[config.mk]
export PLATFORM = sky130hd
export DESIGN_NAME = tetris_sequencer
export DESIGN_NICKNAME = d
export VERILOG_FILES = /design/src/rtl/tetris_sequencer.sv
export SDC_FILE = /design/constraint.sdc
export NUM_CORES = 1
export LEC_CHECK = 0
export ABC_CLOCK_PERIOD_IN_PS = 5450
export CORE_MARGIN = 1.5
export CORE_UTILIZATION = 50
export CTS_CLUSTER_SIZE = 30
export DETAILED_ROUTE_END_ITERATION = 16
export DONT_BUFFER_PORTS = 1
export PLACE_DENSITY_LB_ADDON = 0.25
export SLEW_MARGIN = 20
export SYNTH_ARGS = -nofsm -noshare
export SYNTH_HDL_FRONTEND = slang
export SYNTH_SLANG_ARGS = --single-unit
export TNS_END_PERCENT = 100
[constraint.sdc]
create_clock -name vsync -period 5.45 [get_ports vsync]
set_input_delay 1.09 -clock vsync [delete_from_list [all_inputs] [get_ports vsync]]
set_output_delay 1.09 -clock vsync [all_outputs]
set_load 0.02 [all_outputs]
[src/rtl/tetris_sequencer.sv]
// tetris_sequencer: game-flow sequencer that sits in front of a Tetris core.
// All state advances once per frame on the rising edge of vsync.
//
// Ports
//   vsync        in   frame clock
//   Reset        in   asynchronous, active-high reset
//   keycodes     in   four 8-bit HID key codes, one per byte lane
//   score        in   core score, drives level progression
//   game_over    in   core lock-out flag
//   piece_req    in   one-frame pulse, the core consumed next_shape
//   core_reset   out  holds the core in reset in IDLE and START
//   keycodes_out out  key codes forwarded to the core, only in PLAY
//   grav_tick    out  one-frame gravity pulse
//   level        out  current level
//   state        out  FSM state (IDLE=0 START=1 PLAY=2 PAUSE=3 OVER=4)
//   next_shape   out  7-bag shape index 0..6
module tetris_sequencer #(
    parameter int unsigned BASE_DIV  = 48,
    parameter int unsigned DIV_STEP  = 4,
    parameter int unsigned MIN_DIV   = 4,
    parameter int unsigned LEVEL_PTS = 10,
    parameter int unsigned MAX_LEVEL = 15
) (
    input  logic        vsync,
    input  logic        Reset,
    input  logic [31:0] keycodes,
    input  logic [15:0] score,
    input  logic        game_over,
    input  logic        piece_req,
    output logic        core_reset,
    output logic [31:0] keycodes_out,
    output logic        grav_tick,
    output logic [3:0]  level,
    output logic [2:0]  state,
    output logic [2:0]  next_shape
);

    typedef enum logic [2:0] {
        S_IDLE  = 3'd0,
        S_START = 3'd1,
        S_PLAY  = 3'd2,
        S_PAUSE = 3'd3,
        S_OVER  = 3'd4
    } state_t;

    state_t      state_q, state_d;
    logic        enter_q, p_q, esc_q;
    logic [15:0] div_ctr_q, div_ctr_d;
    logic [3:0]  level_q, level_d;
    logic [15:0] thr_q, thr_d;
    logic [15:0] lfsr_q;
    logic [6:0]  used_q, used_d;
    logic [2:0]  next_q, next_d;

    // ---------------- key matching and edge detect ----------------
    logic enter_m, p_m, esc_m;
    always_comb begin
        enter_m = 1'b0;
        p_m     = 1'b0;
        esc_m   = 1'b0;
        for (int i = 0; i < 4; i++) begin
            enter_m |= (keycodes[8*i +: 8] == 8'h28);
            p_m     |= (keycodes[8*i +: 8] == 8'h13);
            esc_m   |= (keycodes[8*i +: 8] == 8'h29);
        end
    end

    logic enter_e, p_e, esc_e;
    assign enter_e = enter_m & ~enter_q;
    assign p_e     = p_m & ~p_q;
    assign esc_e   = esc_m & ~esc_q;

    // ---------------- gravity divider ----------------
    // Computed in 32 bits and compared before subtracting, so a large
    // level never wraps the period around to a huge value.
    logic [31:0] sub_w, cur_div_w;
    logic        tick_hit;
    assign sub_w     = DIV_STEP * 32'(level_q);
    assign cur_div_w = (BASE_DIV >= MIN_DIV + sub_w) ? (BASE_DIV - sub_w) : MIN_DIV;
    // >= (not ==) so a period that shrinks under the count ticks and wraps.
    assign tick_hit  = 32'(div_ctr_q) >= (cur_div_w - 32'd1);

    // ---------------- 7-bag selection ----------------
    logic [6:0]  used_eff, pick_oh, used_set;
    logic [2:0]  start_idx, pick;
    logic        found;
    logic [3:0]  idx;
    logic [16:0] thr_sum;

    always_comb begin
        used_eff  = (state_q == S_START) ? 7'd0 : used_q;
        start_idx = (lfsr_q[2:0] == 3'd7) ? 3'd0 : lfsr_q[2:0];
        pick      = start_idx;
        found     = 1'b0;
        idx       = 4'd0;
        for (int k = 0; k < 7; k++) begin
            idx = {1'b0, start_idx} + 4'(k);
            if (idx >= 4'd7) idx = idx - 4'd7;
            if (!found && !used_eff[idx[2:0]]) begin
                pick  = idx[2:0];
                found = 1'b1;
            end
        end
        pick_oh  = 7'd1 << pick;
        used_set = used_eff | pick_oh;
    end

    assign thr_sum = {1'b0, thr_q} + 17'(LEVEL_PTS);

    // ---------------- FSM next state ----------------
    always_comb begin
        state_d = state_q;
        if (state_q != S_IDLE && esc_e) begin
            state_d = S_IDLE;
        end else begin
            case (state_q)
                S_IDLE:  if (enter_e) state_d = S_START;
                S_START: state_d = S_PLAY;
                S_PLAY:  if (game_over) state_d = S_OVER;
                         else if (p_e) state_d = S_PAUSE;
                S_PAUSE: if (p_e) state_d = S_PLAY;
                S_OVER:  if (enter_e) state_d = S_START;
                default: state_d = S_IDLE;
            endcase
        end
    end

    // ---------------- datapath next state ----------------
    always_comb begin
        div_ctr_d = div_ctr_q;
        level_d   = level_q;
        thr_d     = thr_q;
        used_d    = used_q;
        next_d    = next_q;
        case (state_q)
            S_START: begin
                div_ctr_d = 16'd0;
                level_d   = 4'd0;
                thr_d     = 16'(LEVEL_PTS);
                used_d    = used_set;
                next_d    = pick;
            end
            S_PLAY: begin
                div_ctr_d = tick_hit ? 16'd0 : div_ctr_q + 16'd1;
                if (score >= thr_q && 32'(level_q) < MAX_LEVEL) begin
                    level_d = level_q + 4'd1;
                    thr_d   = thr_sum[16] ? 16'hFFFF : thr_sum[15:0];
                end
                // Bag update is independent of game_over on the same frame.
                if (piece_req) begin
                    next_d = pick;
                    used_d = (used_set == 7'h7F) ? 7'd0 : used_set;
                end
            end
            default: ;
        endcase
    end

    always_ff @(posedge vsync or posedge Reset) begin
        if (Reset) begin
            state_q   <= S_IDLE;
            enter_q   <= 1'b0;
            p_q       <= 1'b0;
            esc_q     <= 1'b0;
            div_ctr_q <= 16'd0;
            level_q   <= 4'd0;
            thr_q     <= 16'(LEVEL_PTS);
            lfsr_q    <= 16'hACE1;
            used_q    <= 7'd0;
            next_q    <= 3'd0;
        end else begin
            state_q   <= state_d;
            enter_q   <= enter_m;
            p_q       <= p_m;
            esc_q     <= esc_m;
            div_ctr_q <= div_ctr_d;
            level_q   <= level_d;
            thr_q     <= thr_d;
            // Taps 16,14,13,11; maximal length so a non-zero seed never hits 0.
            lfsr_q    <= {lfsr_q[14:0], lfsr_q[15] ^ lfsr_q[13] ^ lfsr_q[12] ^ lfsr_q[10]};
            used_q    <= used_d;
            next_q    <= next_d;
        end
    end

    // ---------------- outputs ----------------
    assign state        = state_q;
    assign core_reset   = (state_q == S_IDLE) || (state_q == S_START);
    assign keycodes_out = (state_q == S_PLAY) ? keycodes : 32'h0;
    assign grav_tick    = (state_q == S_PLAY) && tick_hit;
    assign level        = level_q;
    assign next_shape   = next_q;

endmodule
==> results summary <==
The combinational share of power is 0.467. The switching portion of total power came out at 0.446. The wire length per cell is ~18 microns. The final count of hold timing violations was 0. The total nets after synthesis came out at 848.

The clock-pin slew of the registers on the worst-case setup and hold paths came out at 0.06 ns. The area of all placed cells without fillers came out at 6770 sq um. TritonCTS built the clock tree. After layout, the worst setup slack is ~0.20 ns. The fraction of layout cells with a size suffix above 1 came out at 0.139. Pin placement for this block handled 96 I/O pins. After detailed routing, the met2 layer carries 7670 microns of wire. The number of synthesized flops with an enable pin is 0.

The initial cell density of the core is 0.509. The worst setup path is captured at an output port. The count of cells along the worst register-to-register path came out at 18. The detailed placement HPWL came out at 12200 microns.

The largest incremental delay on the critical path came out at 0.40 ns. The aggregate global routing overflow is 0. The total count of max-transition violations in the final report is 0. The reg-to-reg critical path endpoint is used_q[2]. The post-synthesis register bit count came out at roughly 70.

The leakage power came out at 2.92 nW. The clock period minus final worst setup slack is 5.25 ns. The count of port buffers added during placement is 0.

Detailed routing placed a total of 1020 microns of wire on met3. For the worst setup path, the data required time is 4.36 ns. The total placed instance area is 6370 sq um. The most used flip-flop cell after synthesis is dfrtp_1. The number of sinks handled by clock tree synthesis is between 60 and 70. The maximum number of pins on one net before global-route repair came out at 69.

The placer congestion estimate came out at 1.03. The worst hold path depth is 0. The worst min-delay path category is flop to flop. The area of the core region is 11900 sq um. The number of global-route vias before repair came out at around 5.5k. At the pin with the least slew margin, the transition time is 1.01 ns. The power density relative to cell area came out at around 370 nW/um^2. The setup violation total in the final timing report is 0. The mean post-synth cell area came out at between 8 and 9 sq um.

The post-detailed-route DRC marker count is 0. The repair_antennas step left the layout with diodes totalling 0. Dividing the final minimum period by the clock period gives 0.964. After synthesis, the share of flip-flops with an asynchronous set or reset is 1.00. Traced cell by cell, the critical path runs through buf_4, ha_2, o21ai_1, nand2_1, a32oi_2, buf_4, nand2_1, ha_1, ha_1, a21o_1, a21o_1, a21o_1, a21o_1, a21o_1, a21oi_2, o211ai_1, a31oi_1, nor2b_1, o211a_1. Buffers inserted to repair hold after CTS numbered 0. The most frequent cell on the critical path is a21o_1. On the critical path, the stage with the largest delay is an instance of dfrtp_1.

The sequential share of the synthesized area is 0.283. Of all nets on the critical path, the largest fanout is 9. The post-place setup slack is 0.105 ns. The relative slew slack came out at 0.319. The tree is rooted in a clkbuf_16.

The number of routed nets with antenna violations is 0. The violation count after the first detailed-route iteration came out at 459. The number of core rows came out at 40. The finished layout holds 917 standard cells, fillers aside. The number of buffers on the longest clock path came out at 2.

Cell internal power was estimated by the tool at 1.38 mW. The part of the power in registers came out at 0.289. The synthesis-to-layout area growth is 11.7%. Measured along the x axis, the die boundary spans 113 microns. Based on the critical path, the design can be clocked at up to 190 MHz.

The count of nets after finishing is 865. The placed instance count came out at 899. The number of H-tree branching levels came out at 3.

The worst setup path is of the flop to output port kind. The number of antenna violations at the first check in global routing came out at 0. The number of vias in the routed layout is ~5.9k.

The highest layer touched by signal routing is met4. The latest clock arrival within the worst-skew pair is 0.34 ns. Of the total power, the clock network draws 0.244. After synthesis, the netlist uses 83 different library cells. The flop-to-flop setup slack is 0.30 ns. The worst hold path endpoint is lfsr_q[9].

The met1 layer wirelength in the final routing is 7450 microns. The max-cap check violation count came out at 0. The combined global-route utilization of all metal layers came out at 0.259.

The gate count after technology mapping came out at 748. The run finished with clean final reports. The die outline area came out at 12800 sq um. The source of the worst register-to-register timing path is lfsr_q[0]. The first-pass detailed-route iteration total is 7.

The utilization after layout is 0.568. The switching power of the nets is roughly 1.1 mW. IR analysis of the VDD net gives a maximum drop of 246 uV. The startpoint identified for the worst hold timing path is lfsr_q[8].

The signal arrival time at the worst endpoint came out at 4.16 ns. The wire length of the first global-routing pass came out at 26700 microns. The final layout contains routed wiring with a total length of about 17000 microns. The via density per instance came out at 6.40. The clock skew is 0.00863 ns.

TritonCTS created 9 clock buffers. During synthesis, Yosys emitted a total of 0 warnings. The cell area after synthesis is around 6100 sq um. The completed layout was analyzed and its total power is 2.49 mW. The worst setup path is launched from a flop. The overall die height came out at 113 microns.
sequential cells by signal (all words and copies together), names as in the netlist:
name        cells
div_ctr_q      16
enter_q         1
esc_q           1
level           4
lfsr_q         16
next_shape      3
p_q             1
state           3
thr_q          16
used_q          7
how the worst max path moves through the flow:
stage / start / endpoint / depth (start not counted)
5_1_grt: level[0] / grav_tick / 19
3_5_place_dp: lfsr_q[0] / used_q[2] / 17
6_report: level[0] / grav_tick / 19
2_1_floorplan: level[0] / grav_tick / 21
3_3_place_gp: lfsr_q[0] / used_q[2] / 17
4_1_cts: level[0] / grav_tick / 21
logic make-up after synthesis:
family	share of synthesized area
adders and majority gates	0.100
AOI/OAI and AO/OA	0.259
DFF	0.283
muxes	0.0372
and+or+nand+nor	0.251
xor gates and xnor gates	0.0143
buffers and inverters	0.0545
area by class of cell:
class / count / area, sq um
clock buffers: 11 / 253
clock inverters: 5 / 58.8
fillers: 1096 / 5140
inverters: 55 / 206
multi-input cells: 596 / 4090
flip-flops and latches: 68 / 1720
well taps: 147 / 184
repair buffers: 35 / 263
layer usage:
metal | GRT usage | up-vias
met2 | 0.407 | 229
li1 | - | 2792
met3 | 0.0461 | 42
met4 | 0.100 | 0
met5 | 0 | -
met1 | 0.356 | 2802
power groups by stage:
| stage | combinational [mW] | clock, mW | sequential, mW |
|---|---|---|---|
| global placement | 1.09 | 0 | 0.720 |
| finish | 1.17 | 0.609 | 0.720 |
| floorplan | 0.879 | 0 | 0.670 |
| global route | 1.29 | 0.644 | 0.730 |
| CTS | 1.13 | 0.620 | 0.716 |
| detailed placement | 1.12 | 0 | 0.724 |
per-stage QoR:
stage,hold WS (ns),setup TNS [ns]
after detailed placement,0.336,0
final,0.347,0
after floorplan,0.331,0
after CTS,0.351,0
after global placement,0.338,0
after global routing,0.353,-0.00191
Yosys cell counts, types with 4 or more instances:
master,n,share of area
dfstp_2,10,0.043
inv_1,54,0.033
o221ai_1,5,0.0072
a211oi_1,4,0.0050
nor2b_1,6,0.0062
nand2_1,73,0.045
a31oi_1,12,0.012
a21boi_0,4,0.0050
o21a_1,4,0.0050
nor4bb_1,4,0.0066
nand3_1,21,0.017
nor2_1,52,0.032
o41ai_1,4,0.0058
clkbuf_1,21,0.013
nand2b_1,15,0.015
or3b_2,4,0.0058
and3_1,8,0.0083
ha_1,47,0.097
o211ai_1,8,0.0099
nand4_1,10,0.010
xnor2_1,4,0.0058
o21ai_0,58,0.048
mux2i_1,18,0.030
dfrtp_1,58,0.24
xor2_1,4,0.0058
o32ai_1,6,0.0087
nor3_1,26,0.021
and2_1,35,0.036
o31ai_1,11,0.014
a41oi_1,5,0.0072
buf_2,6,0.0050
a21o_1,19,0.024
a21oi_1,45,0.037
or2_2,5,0.0052
nor4_1,9,0.0093
critical path: cells and delay by family, from the launching register on:
family | cells | cell delay (ns)
buffers and inverters | 2 | 0.38
adders and majority gates | 3 | 0.80
and+or+nand+nor | 3 | 0.22
DFF | 1 | 0.40
AOI/OAI and AO/OA | 11 | 2.01
cell usage in the layout (no fill, tap or decap), types with 5 or more instances in the layout:
| cell type | count |
|---|---|
| nor2b_1 | 5 |
| ha_1 | 43 |
| o221ai_1 | 5 |
| a21o_1 | 19 |
| mux2i_1 | 18 |
| and2_1 | 35 |
| nor3_1 | 26 |
| buf_4 | 35 |
| a21oi_1 | 43 |
| a31oi_1 | 11 |
| nor4_1 | 8 |
| o211ai_1 | 8 |
| clkbuf_16 | 9 |
| o21ai_0 | 56 |
| dfrtp_1 | 58 |
| o31ai_1 | 11 |
| inv_1 | 52 |
| a41oi_1 | 5 |
| nand2b_1 | 15 |
| and3_1 | 8 |
| nor2_1 | 52 |
| nand4_1 | 10 |
| o32ai_1 | 6 |
| dfstp_2 | 9 |
| or2_2 | 5 |
| nand3_1 | 21 |
| nand2_1 | 72 |
timing repair:
| item | 4_1_cts | 5_1_grt |
|---|---|---|
| setup endpoints to repair | 0 | 8 |
| gates resized for setup | 0 | 17 |
| setup buffers | 0 | 2 |
No activity file was read; power rests on OpenSTA's default activity.
